### src/rtl/melody_pkg.sv
// Shared types and ROM word layout for the melody sequencer.
// A ROM word is {note[5:0], dur[3:0]}; dur == 0 marks the end of a song.
package melody_pkg;

    localparam int unsigned NOTE_W = 6;
    localparam int unsigned DUR_W  = 4;
    localparam int unsigned WORD_W = NOTE_W + DUR_W;

    localparam logic [NOTE_W-1:0] NOTE_REST = '0;
    localparam logic [DUR_W-1:0]  DUR_END   = '0;

    typedef enum logic [2:0] {
        StIdle,
        StFetch,
        StLoad,
        StPlay,
        StGap,
        StEnd
    } state_e;

    function automatic logic [NOTE_W-1:0] word_note(input logic [WORD_W-1:0] w);
        return w[WORD_W-1:DUR_W];
    endfunction

    function automatic logic [DUR_W-1:0] word_dur(input logic [WORD_W-1:0] w);
        return w[DUR_W-1:0];
    endfunction

endpackage

### src/rtl/melody_rom.sv
// Synchronous-read song ROM, addressed as {song, index}; data appears one cycle after the address.
// Contents come from the INIT image (entry k occupies bits [k*WORD_W +: WORD_W]).
module melody_rom
    import melody_pkg::*;
#(
    parameter int unsigned SONGS  = 4,
    parameter int unsigned ADDR_W = 6,
    parameter int unsigned SONG_W = 2,
    parameter logic [SONGS*(2**ADDR_W)*WORD_W-1:0] INIT = '0
) (
    input  logic                     clk,
    input  logic [SONG_W+ADDR_W-1:0] addr,
    output logic [WORD_W-1:0]        word
);

    localparam int unsigned DEPTH = SONGS * (2 ** ADDR_W);

    // Addresses beyond the populated songs read as an end marker.
    always_ff @(posedge clk) begin
        if (32'(addr) < DEPTH) begin
            word <= INIT[32'(addr) * WORD_W +: WORD_W];
        end else begin
            word <= '0;
        end
    end

endmodule

### src/rtl/melody_sequencer.sv
// Plays (note, duration) entries from the song ROM, holding each note for dur ticks
// and forcing a silent gap between notes for articulation.
module melody_sequencer
    import melody_pkg::*;
#(
    parameter int unsigned TICK_CYCLES = 1_562_500,
    parameter int unsigned GAP_CYCLES  = 1_000_000,
    parameter int unsigned SONGS       = 4,
    parameter int unsigned ADDR_W      = 6,
    parameter int unsigned SONG_W      = (SONGS > 1) ? $clog2(SONGS) : 1,
    parameter logic [SONGS*(2**ADDR_W)*WORD_W-1:0] ROM_INIT = '0
) (
    input  logic              clk,
    input  logic              rst_n,
    input  logic              start,
    input  logic              stop,
    input  logic [SONG_W-1:0] song_sel,
    input  logic              loop,
    output logic [NOTE_W-1:0] note,
    output logic              busy,
    output logic              done
);

    // One counter serves both the tick prescaler and the gap timer.
    localparam int unsigned CNT_MAX = (TICK_CYCLES > GAP_CYCLES) ? TICK_CYCLES : GAP_CYCLES;
    localparam int unsigned CNT_W   = (CNT_MAX > 2) ? $clog2(CNT_MAX) : 1;
    localparam logic [CNT_W-1:0]  TICK_LAST = CNT_W'(TICK_CYCLES - 1);
    localparam logic [CNT_W-1:0]  GAP_LAST  = CNT_W'((GAP_CYCLES > 0) ? GAP_CYCLES - 1 : 0);
    localparam logic [ADDR_W-1:0] ADDR_LAST = '1;

    state_e              state_q, state_d;
    logic [SONG_W-1:0]   song_q, song_d;
    logic [ADDR_W-1:0]   addr_q, addr_d;
    logic [CNT_W-1:0]    cyc_q, cyc_d;
    logic [DUR_W-1:0]    tick_q, tick_d;
    logic [DUR_W-1:0]    dur_q, dur_d;
    logic [NOTE_W-1:0]   note_q, note_d;
    logic                done_q, done_d;

    logic [WORD_W-1:0]   rom_word;
    logic [DUR_W-1:0]    dur_last;
    logic                do_advance;
    logic                enter_end;

    melody_rom #(
        .SONGS  (SONGS),
        .ADDR_W (ADDR_W),
        .SONG_W (SONG_W),
        .INIT   (ROM_INIT)
    ) u_rom (
        .clk  (clk),
        .addr ({song_q, addr_q}),
        .word (rom_word)
    );

    always_ff @(posedge clk or negedge rst_n) begin
        if (!rst_n) begin
            state_q <= StIdle;
            song_q  <= '0;
            addr_q  <= '0;
            cyc_q   <= '0;
            tick_q  <= '0;
            dur_q   <= '0;
            note_q  <= NOTE_REST;
            done_q  <= 1'b0;
        end else begin
            state_q <= state_d;
            song_q  <= song_d;
            addr_q  <= addr_d;
            cyc_q   <= cyc_d;
            tick_q  <= tick_d;
            dur_q   <= dur_d;
            note_q  <= note_d;
            done_q  <= done_d;
        end
    end

    always_comb begin
        state_d    = state_q;
        song_d     = song_q;
        addr_d     = addr_q;
        cyc_d      = cyc_q;
        tick_d     = tick_q;
        dur_d      = dur_q;
        note_d     = note_q;
        done_d     = 1'b0;
        do_advance = 1'b0;
        enter_end  = 1'b0;
        dur_last   = dur_q - 1'b1;

        unique case (state_q)
            StIdle: begin
                note_d = NOTE_REST;
            end
            StFetch: begin
                state_d = StLoad;
            end
            StLoad: begin
                if (word_dur(rom_word) == DUR_END) begin
                    enter_end = 1'b1;
                end else begin
                    note_d  = word_note(rom_word);
                    dur_d   = word_dur(rom_word);
                    cyc_d   = '0;
                    tick_d  = '0;
                    state_d = StPlay;
                end
            end
            StPlay: begin
                if (tick_q == dur_last && cyc_q == TICK_LAST) begin
                    note_d = NOTE_REST;
                    cyc_d  = '0;
                    if (GAP_CYCLES != 0) begin
                        state_d = StGap;
                    end else begin
                        do_advance = 1'b1;
                    end
                end else if (cyc_q == TICK_LAST) begin
                    cyc_d  = '0;
                    tick_d = tick_q + 1'b1;
                end else begin
                    cyc_d = cyc_q + 1'b1;
                end
            end
            StGap: begin
                if (cyc_q == GAP_LAST) begin
                    do_advance = 1'b1;
                end else begin
                    cyc_d = cyc_q + 1'b1;
                end
            end
            StEnd: begin
                // done_q already carries the loop decision taken on entry.
                if (done_q) begin
                    state_d = StIdle;
                end else begin
                    addr_d  = '0;
                    state_d = StFetch;
                end
            end
            default: begin
                state_d = StIdle;
                note_d  = NOTE_REST;
            end
        endcase

        if (do_advance) begin
            if (addr_q == ADDR_LAST) begin
                enter_end = 1'b1;
            end else begin
                addr_d  = addr_q + 1'b1;
                state_d = StFetch;
            end
        end

        if (enter_end) begin
            state_d = StEnd;
            note_d  = NOTE_REST;
            done_d  = !loop;
        end

        if (start) begin
            state_d = StFetch;
            song_d  = song_sel;
            addr_d  = '0;
            note_d  = NOTE_REST;
            done_d  = 1'b0;
        end

        if (stop) begin
            state_d = StIdle;
            note_d  = NOTE_REST;
            done_d  = 1'b0;
        end
    end

    assign note = note_q;
    assign done = done_q;
    assign busy = (state_q != StIdle);

endmodule

### config.mk
export PLATFORM = sky130hd
export DESIGN_NAME = melody_sequencer
export DESIGN_NICKNAME = d
export VERILOG_FILES = /design/src/rtl/melody_pkg.sv /design/src/rtl/melody_rom.sv /design/src/rtl/melody_sequencer.sv
export SDC_FILE = /design/constraint.sdc
export NUM_CORES = 1
export LEC_CHECK = 0
export CORE_AREA = 2 2 75 77
export CTS_BUF_LIST = sky130_fd_sc_hd__clkbuf_2 sky130_fd_sc_hd__clkbuf_4 sky130_fd_sc_hd__clkbuf_8
export DETAILED_ROUTE_END_ITERATION = 8
export DIE_AREA = 0 0 77 79
export GPL_TIMING_DRIVEN = 0
export PLACE_DENSITY = 0.59
export SYNTH_ARGS = -nofsm -noshare
export SYNTH_HDL_FRONTEND = slang
export SYNTH_SLANG_ARGS = --single-unit
export TNS_END_PERCENT = 50
### constraint.sdc
create_clock -name clk -period 2.3 [get_ports clk]
set_input_delay 0.345 -clock clk [delete_from_list [all_inputs] [get_ports clk]]
set_output_delay 0.345 -clock clk [all_outputs]
set_load 0.02 [all_outputs]
==> metrics.md, run 1 <==
| Metric | Value |
|---|---|
| Run status | `finished clean` |
| CP Capture Type | `flop` |
| Kind of critical path | `reg -> reg` |
| Flops & latches, synth | `35` |
| Clk pwr share | `37.5%` |
| Die H | `79 microns` |
| Max-slew headroom | `46.8%` |
| Sw Share | `25.1%` |
| Commonest non-fill, non-tap cell in the layout | `dfrtp_1` |
| Initial DRC Count | `58` |
| RSZ-0062 raised after global routing | `false` |
| Yosys cell types | `51` |
| Post-CTS Hold Buffers | `0` |
| Die Span X | `77 microns` |
| CTS tree | `built` |
| Net load switching power | `306 uW` |
| Post-place setup slack | `-37.6 ps` |
| Initial antenna violation count | `0` |
| R2r worst-path depth | `7` |
| Yosys warns | `0` |
| CTS root buffer | `clkbuf_8` |
| Drt pass-1 iters | `4` |
| Final worst-path cycle share | `95.8%` |
| Total die area | `6080 sq um` |
| FMAX | `0.454 GHz` |
| CTS sink cnt | `35` |
| Leak | `0.000990 uW` |
| Cell at the slowest stage of the critical path | `nor4_4` |
| Reg-to-reg slack, setup | `100 ps` |
| Vias in the first global route | `1,588` |
| Most frequent cells in the layout | `dfrtp_1, nand3_1, nor2_1, nand2_1, a21oi_1` |
| Skew-Pair Late Insertion Delay | `280 ps` |
| First-pass GRT wire length | `7630 microns` |
| Site Rows | `27` |
| End of the worst register-to-register path | `cyc_q[6]` |
| HPWL after DPL | `3060 microns` |
| Setup Viol. Count Final | `0` |
| CTS clk-pin slew, worst paths | `70 ps` |
| Fin area | `2310 sq um` |
| Initial core utilization | `38.1%` |
| Syn Area/Cell | `9.55 sq um` |
| Worst Skew | `8.91 ps` |
| Total GRT Usage | `15.8%` |
| ANT nets after route | `0` |
| Total number of vias | `1,651` |
| Pins Over Slew Limit | `0` |
| Worst setup startpoint | `state_q[0]` |
| Seq/Total Area, Yosys | `43.1%` |
| Pin count of the biggest net entering global routing | `36` |
| Worst path max stage delay | `460 ps` |
| Maximum VDD drop | `0.323 mV` |
| End of the critical path | `cyc_q[6]` |
| Max-Cap Viols | `0` |
| Worst Tran Pin Value | `798 ps` |
| PortBufs | `5` |
| Critical Path AT | `2370 ps` |
| Flop pwr share | `54.5%` |
| Req. time, crit path | `2470 ps` |
| Post-Syn Area | `2030 sq um` |
| Aggregate global routing overflow | `0` |
| Asr flop ratio synth | `100%` |
| Overall power | `1220 uW` |
| Pwr dens | `526 nW/um^2` |
| Vias per cell | `5.41` |
| EDFF count, synth | `0` |
| Fin. Hold Viols | `0` |
| Tightest Hold Check Type | `in -> async` |
| Synthesis-to-finish area growth | `13.8%` |
| Combinational power share | `8.0%` |
| Dominant synthesized flop cell | `dfrtp_1` |
| Routed WL | `4370 microns` |
| Floorplan core area | `5340 sq um` |
| CTS Buf Count | `5` |
| Nets | `242` |
| Share of cells above drive strength 1 | `14.6%` |
| Worst Setup Start Kind | `flop` |
| R2r startpoint | `state_q[0]` |
| Post-Synthesis Cells | `213` |
| CP most frequent cell | `buf_6` |
| Internal power | `911 uW` |
| ANT cells | `0` |
| CP Max Fanout | `10` |
| H-tree levels | `2` |
| TNS Setup | `0 ps` |
| Tmin final | `2200 ps` |
| Placed inst area | `2190 sq um` |
| PnR worst setup slack | `96.6 ps` |
| WL per Instance | `14.3 microns` |
| DRC Markers | `0` |
| Deepest clock path buffer count | `2` |
| Critical-path cell list | `or3b_1 -> nor4_4 -> a21o_1 -> buf_6 -> buf_6 -> nor3_1 -> xor2_1` |
| GPL Wtd Cong | `0.839` |
| IO Pins | `15` |
## logic make-up (layout without fill, tap and decap cells)
logic type	Yosys count	in the layout	share of synthesized area [%]
DFF	35	35	43.1
and+or+nand+nor	97	97	29.1
xor gates and xnor gates	11	11	4.74
buffers and inverters	19	34	5.35
AOI/OAI and AO/OA	45	45	14.6
other	1	6	0.184
muxes	2	2	1.05
adders and majority gates	3	3	1.85
## power groups by stage
stage	sequential [uW]	combinational (uW)	clock, uW
after CTS	661	95.5	474
after global routing	667	111	494
final	663	97.8	456
after global placement	672	94.6	0
after floorplan	668	63.1	0
after detailed placement	673	95.3	0
## flip-flops by register name (all words and copies together), names as in the netlist
signal	cells
addr_q	6
cyc_q	21
done	1
state_q	3
tick_q	4
## how the worst min path moves through the flow
stage	startpoint	end	depth (start not counted)
2_1_floorplan	rst_n	addr_q[0]	0
3_3_place_gp	tick_q[3]	tick_q[3]	1
3_5_place_dp	tick_q[3]	tick_q[3]	1
4_1_cts	rst_n	tick_q[3]	1
5_1_grt	rst_n	tick_q[3]	1
6_report	rst_n	tick_q[0]	1
## worst max-delay path, delay by kind of cell, from the launching register on
family | cells | cell delay [ps]
AO/OA/AOI/OAI | 1 | 230
XOR/XNOR | 1 | 140
buffers and inverters | 2 | 310
flip-flops | 1 | 430
AND/OR/NAND/NOR | 3 | 960
## stage by stage
step | std cells | hold WS (ps) | util (%)
3_5_place_dp | 295 | 472 | 41.0
5_1_grt | 305 | 230 | 43.4
6_report | 305 | 142 | 43.4
3_3_place_gp | 295 | 468 | 41.1
4_1_cts | 303 | 172 | 42.8
2_1_floorplan | 218 | 49.4 | -
## timing repair
| action | 4_1_cts | 5_1_grt |
|---|---|---|
| endpoints found under the hold margin | 0 | 0 |
| gates resized for setup | 1 | 2 |
| pin swaps | 1 | 1 |
| setup buffers | 0 | 3 |
| setup endpoints to repair | 5 | 19 |
## cell type report
| cell class | instances | area (sq um) |
|---|---|---|
| Timing Repair Buffer | 8 | 67.6 |
| Sequential cell | 35 | 876 |
| Clock buffer | 7 | 83.8 |
| Buffer | 10 | 75.1 |
| Inverter | 8 | 30.0 |
| Tap cell | 72 | 90.1 |
| Multi-Input combinational cell | 164 | 1090 |
| Fill cell | 563 | 3020 |
| Clock inverter | 1 | 5.00 |
## layer usage
metal | vias up | GRT usage (%) | part of all wire [%]
met3 | 5 | 3.30 | 3.1
li1 | 820 | - | -
met4 | 0 | 6.07 | 1.3
met5 | - | 0 | 0
met2 | 27 | 26.0 | 45
met1 | 799 | 20.6 | 50
## cells in the mapped netlist, types with 4 or more instances
master / number / area [sq um]
buf_4: 6 / 45.0
dfrtp_1: 35 / 876
xor2_1: 6 / 52.6
nand3_1: 20 / 100
nand4_1: 10 / 62.6
o21ai_1: 4 / 20.0
or4_1: 4 / 30.0
xnor2_1: 5 / 43.8
nor3_1: 5 / 25.0
inv_1: 8 / 30.0
a22o_1: 5 / 43.8
nor2_1: 13 / 48.8
a21o_1: 6 / 45.0
or3_1: 4 / 25.0
a21oi_1: 11 / 55.1
nand2_1: 13 / 48.8
o21ai_0: 5 / 25.0
Note: power is estimated with default switching activity, not from simulation.
==> inputs of run 2 (changes only) <==
clock period = 2.65 ns   (was 2.3 ns; I/O delays follow)
==> metrics.md, run 2 (synthesis results as in run 1) <==
| Metric | Value |
|---|---|
| Run status | `finished clean (unchanged)` |
| CP Capture Type | `flop (unchanged)` |
| Max-Cap Viols | `0 (unchanged)` |
| First-pass GRT wire length | `7590 microns (was 7630 microns)` |
| FMAX | `0.423 GHz (was 0.454 GHz)` |
| Leak | `0.000955 uW (was 0.000990 uW)` |
| Postcts setup bufs | `0 (unchanged)` |
| Drt pass-1 iters | `4 (unchanged)` |
| ANT nets after route | `0 (unchanged)` |
| Most frequent cells in the layout | `dfrtp_1, nand3_1, nor2_1, nand2_1, a21oi_1 (unchanged)` |
| HPWL after DPL | `3060 microns (unchanged)` |
| Worst Tran Pin Value | `798 ps (about the same)` |
| Skew-Pair Late Insertion Delay | `290 ps (was 280 ps)` |
| Aggregate global routing overflow | `0 (unchanged)` |
| WL per Instance | `14.5 microns (was 14.3 microns)` |
| Kind of critical path | `reg -> reg (unchanged)` |
| GPL Wtd Cong | `0.839 (unchanged)` |
| Initial antenna violation count | `0 (unchanged)` |
| Tightest Hold Check Type | `in -> async (unchanged)` |
| Worst setup startpoint | `cyc_q[0] (was state_q[0])` |
| Vias per cell | `5.40 (was 5.41)` |
| Total die area | `6080 sq um (unchanged)` |
| Post-CTS Hold Buffers | `0 (unchanged)` |
| Maximum VDD drop | `0.275 mV (was 0.323 mV)` |
| Synthesis-to-finish area growth | `11.9% (was 13.8%)` |
| Die Span X | `77 microns (unchanged)` |
| Total number of vias | `1,635 (was 1,651)` |
| CTS Buf Count | `5 (unchanged)` |
| Final core occ | `42.6% (was 43.4%)` |
| ANT cells | `0 (unchanged)` |
| Initial core utilization | `38.1% (unchanged)` |
| Deepest clock path buffer count | `2 (unchanged)` |
| Largest regs | `cyc_q x21, addr_q x6, tick_q x4 (unchanged)` |
| R2r worst-path depth | `6 (was 7)` |
| CTS tree | `built (unchanged)` |
| Share of cells above drive strength 1 | `12.6% (was 14.6%)` |
| Final worst-path cycle share | `89.3% (was 95.8%)` |
| DRC Markers | `0 (unchanged)` |
| # resized after CTS | `0 (was 1)` |
| RSZ-0062 raised after global routing | `false (unchanged)` |
| Site Rows | `27 (unchanged)` |
| H-tree levels | `2 (unchanged)` |
| Nets | `240 (was 242)` |
| CTS clk-pin slew, worst paths | `70 ps (about the same)` |
| Worst Skew | `8.41 ps (was 8.91 ps)` |
| CTS sink cnt | `35 (unchanged)` |
| TNS Setup | `0 ps (unchanged)` |
| Pwr dens | `464 nW/um^2 (was 526 nW/um^2)` |
| CTS root buffer | `clkbuf_8 (unchanged)` |
| Fin. Hold Viols | `0 (unchanged)` |
| Req. time, crit path | `2810 ps (was 2470 ps)` |
| PortBufs | `5 (unchanged)` |
| Tmin final | `2370 ps (was 2200 ps)` |
| Routed WL | `4400 microns (was 4370 microns)` |
| Commonest non-fill, non-tap cell in the layout | `dfrtp_1 (unchanged)` |
| Critical Path AT | `2530 ps (was 2370 ps)` |
| CP Max Fanout | `5 (was 10)` |
| Vias in the first global route | `1,584 (was 1,588)` |
| Biggest register | `cyc_q (unchanged)` |
| Max-slew headroom | `46.8% (about the same)` |
| Total GRT Usage | `15.7% (was 15.8%)` |
| Max FFs per register | `21 (unchanged)` |
| Setup Viol. Count Final | `0 (unchanged)` |
| Floorplan core area | `5340 sq um (unchanged)` |
| Worst Setup Start Kind | `flop (unchanged)` |
| IO Pins | `15 (unchanged)` |
| Die H | `79 microns (unchanged)` |
| R2r startpoint | `cyc_q[0] (was state_q[0])` |
| Pins Over Slew Limit | `0 (unchanged)` |
| Pin count of the biggest net entering global routing | `36 (unchanged)` |
| Initial DRC Count | `49 (was 58)` |
==> run 2: metal layers <==
layer	up-vias	track usage, %	part of all wire [%]
met5	-	0	0
met4	0	6.25	1.7
met3	9	3.41	3.5
met2	32	25.9	46
met1	775	20.3	49
li1	819	-	-
==> run 2: final timing paths <==
| check | slack [ps] | to |
|---|---|---|
| worst max register to register | 280 | cyc_q[20] |
| worst min register to register | 480 | tick_q[3] |
| worst max-delay path | 280 | cyc_q[20] |
| worst min-delay path | 190 | tick_q[0] |
| min in group clk | 480 | tick_q[3] |
| max in group asynchronous | 1950 | cyc_q[16] |
==> run 2: stage by stage <==
stage	instance area [sq um]	hold WS [ps]	setup WS, ps	total power, uW	std cells
finish	2280	191	283	1060	303
global route	2280	282	163	1100	303
CTS	2280	225	302	1070	303
detailed placement	2190	472	312	667	295
global placement	2190	468	324	666	295
floorplan	2050	102	567	635	218
==> run 2: cell type report <==
class,count,area (sq um)
Buffer,11,78.8
Inverter,8,30.0
Timing Repair Buffer,5,45.0
Clock buffer,7,83.8
Sequential cell,35,876
Clock inverter,1,5.00
Fill cell,567,3060
Multi-Input combinational cell,164,1070
Tap cell,72,90.1
==> run 2: worst max-delay path: stages, from the launching register on <==
cell and delay [ps]:
dfrtp_1 400, ha_1 210, nand3_1 290, nor4_2 570
or3b_2 510, a31oi_1 180, o31ai_1 90
==> run 2: power by group <==
group | total [uW] | leakage (uW) | switching, uW | internal [uW]
clock network | 399 | 0.0000491 | 194 | 205
logic | 82.4 | 0.000422 | 50.9 | 31.4
registers | 574 | 0.000485 | 22.1 | 552
==> inputs of run 3 (changes only) <==
MAX_ROUTING_LAYER = met4   (was unset)
==> metrics.md, run 3 (synthesis results as in run 1) <==
| Metric | Value |
|---|---|
| Share of cells above drive strength 1 | `12.6% (unchanged)` |
| CTS tree | `built (unchanged)` |
| Max-Cap Viols | `0 (unchanged)` |
| Aggregate global routing overflow | `0 (unchanged)` |
| Vias per cell | `5.35 (was 5.40)` |
| Max-slew headroom | `46.6% (was 46.8%)` |
| Drt pass-1 iters | `4 (unchanged)` |
| First-pass GRT wire length | `7590 microns (unchanged)` |
| Floorplan core area | `5340 sq um (unchanged)` |
| HPWL after DPL | `3060 microns (unchanged)` |
| Hold_ws | `193 ps (was 191 ps)` |
| Die H | `79 microns (unchanged)` |
| WL per Instance | `14.5 microns (about the same)` |
| Leak | `0.000955 uW (unchanged)` |
| Initial antenna violation count | `0 (unchanged)` |
| Site Rows | `27 (unchanged)` |
| Pin count of the biggest net entering global routing | `36 (unchanged)` |
| Maximum VDD drop | `0.276 mV (was 0.275 mV)` |
| H-tree levels | `2 (unchanged)` |
| Worst Skew | `8.73 ps (was 8.41 ps)` |
| ANT cells | `0 (unchanged)` |
| CTS sink cnt | `35 (unchanged)` |
| CTS root buffer | `clkbuf_8 (unchanged)` |
| Pins Over Slew Limit | `0 (unchanged)` |
| CTS clk-pin slew, worst paths | `70 ps (about the same)` |
| Critical Path AT | `2510 ps (was 2530 ps)` |
| Skew-Pair Late Insertion Delay | `290 ps (about the same)` |
| Total die area | `6080 sq um (unchanged)` |
| Worst setup startpoint | `cyc_q[0] (unchanged)` |
| Setup Viol. Count Final | `0 (unchanged)` |
| Worst Tran Pin Value | `801 ps (was 798 ps)` |
| IO Pins | `15 (unchanged)` |
| PortBufs | `5 (unchanged)` |
| Cell at the slowest stage of the critical path | `nor4_2 (unchanged)` |
| Synthesis-to-finish area growth | `11.9% (unchanged)` |
| RSZ-0062 raised after global routing | `false (unchanged)` |
| Deepest clock path buffer count | `2 (unchanged)` |
| Worst Setup Start Kind | `flop (unchanged)` |
| Final worst-path cycle share | `88.6% (was 89.3%)` |
| Post-CTS Hold Buffers | `0 (unchanged)` |
| Max FFs per register | `21 (unchanged)` |
| Post-place setup slack | `312 ps (unchanged)` |
| Critical-path cell list | `ha_1 -> nand3_1 -> nor4_2 -> or3b_2 -> a31oi_1 -> o31ai_1 (unchanged)` |
| Buffer and inverter count on the worst path | `0 (unchanged)` |
| Total number of vias | `1,621 (was 1,635)` |
| Biggest register | `cyc_q (unchanged)` |
| Total GRT Usage | `16.2% (was 15.7%)` |
| DRC Markers | `0 (unchanged)` |
| CTS Buf Count | `5 (unchanged)` |
| Most frequent cells in the layout | `dfrtp_1, nand3_1, nor2_1, nand2_1, a21oi_1 (unchanged)` |
| PnR worst setup slack | `302 ps (was 283 ps)` |
| Postcts setup bufs | `0 (unchanged)` |
| CP Max Fanout | `5 (unchanged)` |
| Pwr dens | `464 nW/um^2 (about the same)` |
| Initial core utilization | `38.1% (unchanged)` |
| Final core occ | `42.6% (unchanged)` |
| # resized after CTS | `0 (unchanged)` |
| Initial DRC Count | `49 (unchanged)` |
| Commonest non-fill, non-tap cell in the layout | `dfrtp_1 (unchanged)` |
| CP Capture Type | `flop (unchanged)` |
| GPL Wtd Cong | `0.852 (was 0.839)` |
| Fin. Hold Viols | `0 (unchanged)` |
| CP top delay family | `simple AND/OR/NAND/NOR gates (unchanged)` |
| Largest regs | `cyc_q x21, addr_q x6, tick_q x4 (unchanged)` |
| Vias in the first global route | `1,584 (unchanged)` |
| ANT nets after route | `0 (unchanged)` |
| Overall power | `1050 uW (was 1060 uW)` |
| Worst path max stage delay | `560 ps (was 570 ps)` |
| Run status | `finished clean (unchanged)` |
| Nets | `240 (unchanged)` |
| Die Span X | `77 microns (unchanged)` |
| Routed WL | `4390 microns (was 4400 microns)` |
| Tmin final | `2350 ps (was 2370 ps)` |
| Tightest Hold Check Type | `in -> async (unchanged)` |
| TNS Setup | `0 ps (unchanged)` |
| FMAX | `0.426 GHz (was 0.423 GHz)` |
| Kind of critical path | `reg -> reg (unchanged)` |
| R2r startpoint | `cyc_q[0] (unchanged)` |
| Req. time, crit path | `2810 ps (about the same)` |
-- run 3: path summary, 6_finish.rpt --
kind	endpoint	slack (ps)	cells after the start
worst min-delay path	tick_q[0]	190	1
min in group clk	tick_q[3]	480	1
worst max register to register	cyc_q[20]	300	6
max in group asynchronous	cyc_q[16]	1940	1
worst max-delay path	cyc_q[20]	300	6
worst min register to register	tick_q[3]	480	1
-- run 3: where the power goes --
part / total (uW) / leakage, uW / internal (uW) / switching, uW
combinational: 82.3 / 0.000422 / 31.4 / 50.9
sequential: 575 / 0.000485 / 552 / 22.4
clock: 398 / 0.0000491 / 205 / 193
-- run 3: routing by layer --
metal	share of wire [%]	vias up	global-route usage, %
met2	46	22	25.9
met4	1.7	0	6.25
li1	-	819	-
met3	2.8	7	3.41
met1	50	773	20.3
met5	0	-	-
-- run 3: cell type report --
type,instances,area [sq um]
clock buffer,7,83.8
tap,72,90.1
buffer,11,78.8
fill,567,3060
inverter,8,30.0
clock inverter,1,5.00
multi-input combinational,164,1070
timing repair buffer,5,45.0
sequential,35,876
-- run 3: metrics by stage --
| stage | area, sq um | std cells |
|---|---|---|
| finish | 2280 | 303 |
| global route | 2280 | 303 |
| CTS | 2280 | 303 |
| detailed placement | 2190 | 295 |
| global placement | 2190 | 295 |
| floorplan | 2050 | 218 |
